### src/rtl/riscv_pkg.sv
// Shared RISC-V immediate-format definitions for the instruction packer.
// ImmSrc encodings match the immediate extender. Each mask marks the
// instruction bits that carry immediate data in that format.
package riscv_pkg;

  localparam logic [1:0] IMM_I = 2'b00;
  localparam logic [1:0] IMM_S = 2'b01;
  localparam logic [1:0] IMM_B = 2'b10;
  localparam logic [1:0] IMM_J = 2'b11;

  localparam logic [31:0] MASK_I = 32'hFFF0_0000;
  localparam logic [31:0] MASK_S = 32'hFE00_0F80;
  localparam logic [31:0] MASK_B = 32'hFE00_0F80;
  localparam logic [31:0] MASK_J = 32'hFFFF_F000;

  // True when v fits in a signed field of the given width,
  // i.e. bits [31:width-1] are all equal.
  function automatic logic fits_signed(input logic [31:0] v, input int unsigned width);
    logic [31:0] top;
    top = $signed(v) >>> (width - 1);
    return (top == '0) || (top == '1);
  endfunction

endpackage

### src/rtl/instr_packer_imm_scatter.sv
// imm_scatter: purely combinational. Places the immediate bits into the
// instruction positions for the selected format, keeps all other template
// bits, and reports whether the immediate was representable.
module imm_scatter
  import riscv_pkg::*;
(
  input  logic [1:0]  ImmSrc,
  input  logic [31:0] imm,
  input  logic [31:0] base_instr,
  output logic [31:0] packed_instr,
  output logic        range_ok
);

  logic [31:0] field;
  logic [31:0] mask;

  // Build the scattered immediate and its mask, then merge with the template.
  always_comb begin
    field    = '0;
    mask     = MASK_I;
    range_ok = 1'b1;
    case (ImmSrc)
      IMM_I: begin
        field    = {imm[11:0], 20'b0};
        mask     = MASK_I;
        range_ok = fits_signed(imm, 12);
      end
      IMM_S: begin
        field    = {imm[11:5], 13'b0, imm[4:0], 7'b0};
        mask     = MASK_S;
        range_ok = fits_signed(imm, 12);
      end
      IMM_B: begin
        field    = {imm[12], imm[10:5], 13'b0, imm[4:1], imm[11], 7'b0};
        mask     = MASK_B;
        range_ok = fits_signed(imm, 13) && !imm[0];
      end
      default: begin
        field    = {imm[20], imm[10:1], imm[11], imm[19:12], 12'b0};
        mask     = MASK_J;
        range_ok = fits_signed(imm, 21) && !imm[0];
      end
    endcase
    packed_instr = (base_instr & ~mask) | (field & mask);
  end

endmodule

### src/rtl/instr_packer.sv
// instr_packer: packs immediates into instruction templates and streams the
// words to instruction memory at consecutive word addresses through a single
// output register stage. Stops accepting once DEPTH words have been taken.
// Optional feature macro: RANGE_CHECK_EN (sticky error on unrepresentable imm).
module instr_packer
  import riscv_pkg::*;
#(
  parameter logic [31:0] START_ADDR = 32'h0000_0000,
  parameter int          DEPTH      = 64
) (
  input  logic                     clk,
  input  logic                     reset,
  input  logic                     clear,
  input  logic                     in_valid,
  output logic                     in_ready,
  input  logic [1:0]               ImmSrc,
  input  logic [31:0]              imm,
  input  logic [31:0]              base_instr,
  output logic                     out_valid,
  input  logic                     out_ready,
  output logic [31:0]              out_addr,
  output logic [31:0]              out_instr,
  output logic [$clog2(DEPTH):0]   word_count,
  output logic                     full,
  output logic                     imm_err,
  output logic [31:0]              err_addr
);

  localparam int CW = $clog2(DEPTH) + 1;

  logic [31:0] packed_instr;
  logic        range_ok;
  logic        accept;
  logic [31:0] next_addr;

  imm_scatter u_scatter (
    .ImmSrc       (ImmSrc),
    .imm          (imm),
    .base_instr   (base_instr),
    .packed_instr (packed_instr),
    .range_ok     (range_ok)
  );

  assign full      = (word_count == CW'(DEPTH));
  assign in_ready  = (!out_valid || out_ready) && !full && !clear;
  assign accept    = in_valid && in_ready;
  assign next_addr = START_ADDR + 32'({word_count, 2'b00});

  // Output register stage and accepted-word counter; clear drops a pending write.
  always_ff @(posedge clk) begin
    if (reset) begin
      out_valid  <= 1'b0;
      out_addr   <= START_ADDR;
      out_instr  <= '0;
      word_count <= '0;
    end else if (clear) begin
      out_valid  <= 1'b0;
      word_count <= '0;
    end else if (accept) begin
      out_valid  <= 1'b1;
      out_addr   <= next_addr;
      out_instr  <= packed_instr;
      word_count <= word_count + CW'(1);
    end else if (out_ready) begin
      out_valid  <= 1'b0;
    end
  end

`ifdef RANGE_CHECK_EN
  // Sticky error flag; only the first bad word's address is kept.
  always_ff @(posedge clk) begin
    if (reset || clear) begin
      imm_err  <= 1'b0;
      err_addr <= '0;
    end else if (accept && !range_ok && !imm_err) begin
      imm_err  <= 1'b1;
      err_addr <= next_addr;
    end
  end
`else
  logic unused_range_ok;
  assign unused_range_ok = range_ok;
  assign imm_err         = 1'b0;
  assign err_addr        = '0;
`endif

endmodule

### config.mk
export PLATFORM = sky130hd
export DESIGN_NAME = instr_packer
export DESIGN_NICKNAME = d
export VERILOG_FILES = /design/src/rtl/riscv_pkg.sv /design/src/rtl/instr_packer_imm_scatter.sv /design/src/rtl/instr_packer.sv
export SDC_FILE = /design/constraint.sdc
export NUM_CORES = 1
export LEC_CHECK = 0
export CORE_AREA = 8 8 137 88
export DETAILED_ROUTE_END_ITERATION = 12
export DIE_AREA = 0 0 145 96
export PLACE_DENSITY = 0.66
export SYNTH_ARGS = -nofsm -noshare
export SYNTH_HDL_FRONTEND = slang
export SYNTH_HIERARCHICAL = 1
export SYNTH_SLANG_ARGS = --single-unit
### constraint.sdc
create_clock -name clk -period 1.8 [get_ports clk]
set_input_delay 0.27 -clock clk [delete_from_list [all_inputs] [get_ports clk]]
set_output_delay 0.27 -clock clk [all_outputs]
set_load 0.03 [all_outputs]
==> flow_summary.json <==
{
  "status": "finished clean",
  "vias": 2551,
  "cap_viol_max_count": 0,
  "avgSynthCellArea_sq_um": 7.80,
  "stdcell_area_sq_mm": 0.00396,
  "grt_start_max_net_pins": 39,
  "grt_usage_pct": 11.9,
  "via_per_inst": 4.34,
  "wl_um": 8750,
  "clock_latency_ns": 0.28,
  "endpoint_kind": "output port",
  "power_density_mw_per_mm2": 686,
  "fin_setup_tns_ns": 0,
  "final_util_pct": 39.2,
  "finalSetupViolCount": 0,
  "io_pins": 178,
  "antenna_found_initial": 0,
  "cp_slowest_cell": "dfxtp_4",
  "fin_crit_ns": 1.73,
  "die_w_um": 145,
  "dr.pass1.iters": 4,
  "finClkSkew_ns": 0.00608,
  "grt-ovfl-total": 0,
  "drive_above_1_share_pct": 10.0,
  "cts_made_buffers": 5,
  "root_buffer": "clkbuf_16",
  "required_ns": 1.53,
  "crit_type": "register to output port",
  "grt_use_met1_pct": 14.6,
  "top_usage_layer": "met2",
  "placed_cell_area_sq_mm": 0.00374,
  "clockBufferDepth": 2,
  "syn2layout_area_growth_pct": 42.0,
  "insertedDiodeCount": 0,
  "start_kind": "register",
  "core-area_sq_mm": 0.0101,
  "hold_viol": 0,
  "finalCritPeriodShare_pct": 96.2,
  "slowest_delay_ns": 0.34,
  "synth_cells": 358,
  "drt_iter0_markers": 175,
  "rsz0062_at_grt": "yes",
  "drv_slew": 0,
  "gp_congestion": 0.863,
  "h-tree-depth": 2,
  "cts.sinks": 47,
  "ir_worst_vdd_mv": 0.396,
  "crit_chain": "inv_2 > ha_4 > nor4b_4 > nand3b_4 > inv_6 > nor3_4 > buf_6",
  "worstPathArrival_ns": 1.46,
  "grtUsageMet2_pct": 20.4,
  "place_hpwl_um": 6870,
  "p_leak_uw": 0.00163,
  "cts_hold_buf": 0,
  "clock.fmax_ghz": 0.577,
  "wl_per_cell_um": 14.9,
  "grtUsageMet3_pct": 3.66,
  "min_path_type": "input pin to register",
  "clk_pin_slew_ns": 0.06,
  "dieArea_sq_mm": 0.0139,
  "die_y_um": 96,
  "port_buffers": 101,
  "grt_first_pass_wirelength_um": 13500,
  "drc_errors": 0,
  "num-fill-cells": 1022,
  "ant_nets": 0,
  "grt_pass1_vias": 2572,
  "p_total_uw": 2720,
  "cp_max_fo": 6,
  "rows": 29,
  "yosys_warnings": 6,
  "initial_core_util_pct": 27.6,
  "syn_area_sq_mm": 0.00279,
  "nets": 526,
  "cts_tree": "built"
}
-- power by group --
part / internal [uW] / total, uW / switching, uW
logic: 257 / 667 / 410
clock network: 592 / 962 / 370
registers: 1070 / 1090 / 17.9
-- metrics by stage --
step / cells / hold WS [ns] / worst slack, ns
after CTS: 588 / 0.426 / 0.0121
after global routing: 588 / 0.436 / -0.0107
final: 588 / 0.425 / 0.0680
after detailed placement: 579 / 0.468 / -0.0866
after floorplan: 415 / 0.449 / 0.0153
after global placement: 579 / 0.460 / -0.0298
-- critical path, delay by kind of cell (launching register included) --
| family | cells | cell delay (ns) |
|---|---|---|
| fa+ha+maj | 1 | 0.12 |
| buf+inv | 3 | 0.31 |
| flops | 1 | 0.34 |
| simple gates | 3 | 0.41 |
-- placed cells by master, fill, tap and decap left out, types with 2 or more instances in the layout --
cell type and instances:
o21ai_0 41, nand3_1 40, buf_4 22, dfxtp_1 45, ha_1 5, mux2i_1 2
clkdlybuf4s50_1 93, inv_1 8, nand2_1 18, mux2_1 8, o21ai_1 11, o22ai_1 4
dlymetal6s2s_1 5, or4_1 2, nor2_1 5, or3_1 2, conb_1 58, a21oi_1 45
inv_2 2, a22oi_1 2, dfxtp_4 2, buf_12 3, clkbuf_16 6
-- sequential cells by signal (all words and copies together) (netlist names) --
signal	cells
out_valid	1
out_instr	32
out_addr	7
word_count	7
-- routing by layer --
metal  routed length, um  up-vias
met2                4120       92
met4                  41        0
met3                 587        2
li1                    -     1277
met1                3990     1180
met5                   0        -
-- final timing paths --
check | start | end | slack (ns) | cells after the start
hold / removal | reset | out_addr[6] | 0.42 | 2
hold reg to reg | out_instr[19] | out_instr[19] | 0.47 | 2
setup / recovery | word_count[1] | in_ready | 0.07 | 7
setup reg to reg | word_count[1] | out_addr[8] | 0.26 | 8
-- layout make-up --
type,count,area (sq um),share of cell area [%]
flip-flops and latches,47,948,23.9
repair buffers,125,1230,31.2
well taps,139,174,4.39
multi-input cells,259,1410,35.5
inverters,11,46.3,1.17
clock buffers,7,154,3.88
-- what timing repair did --
| item | in CTS | in global routing |
|---|---|---|
| cloned | 0 | 0 |
| pin swaps | 2 | 1 |
| gates resized for setup | 3 | 11 |
| buffers inserted | 2 | 0 |
| endpoints found under the setup margin | 2 | 5 |
Note: power is estimated with default switching activity, not from simulation.
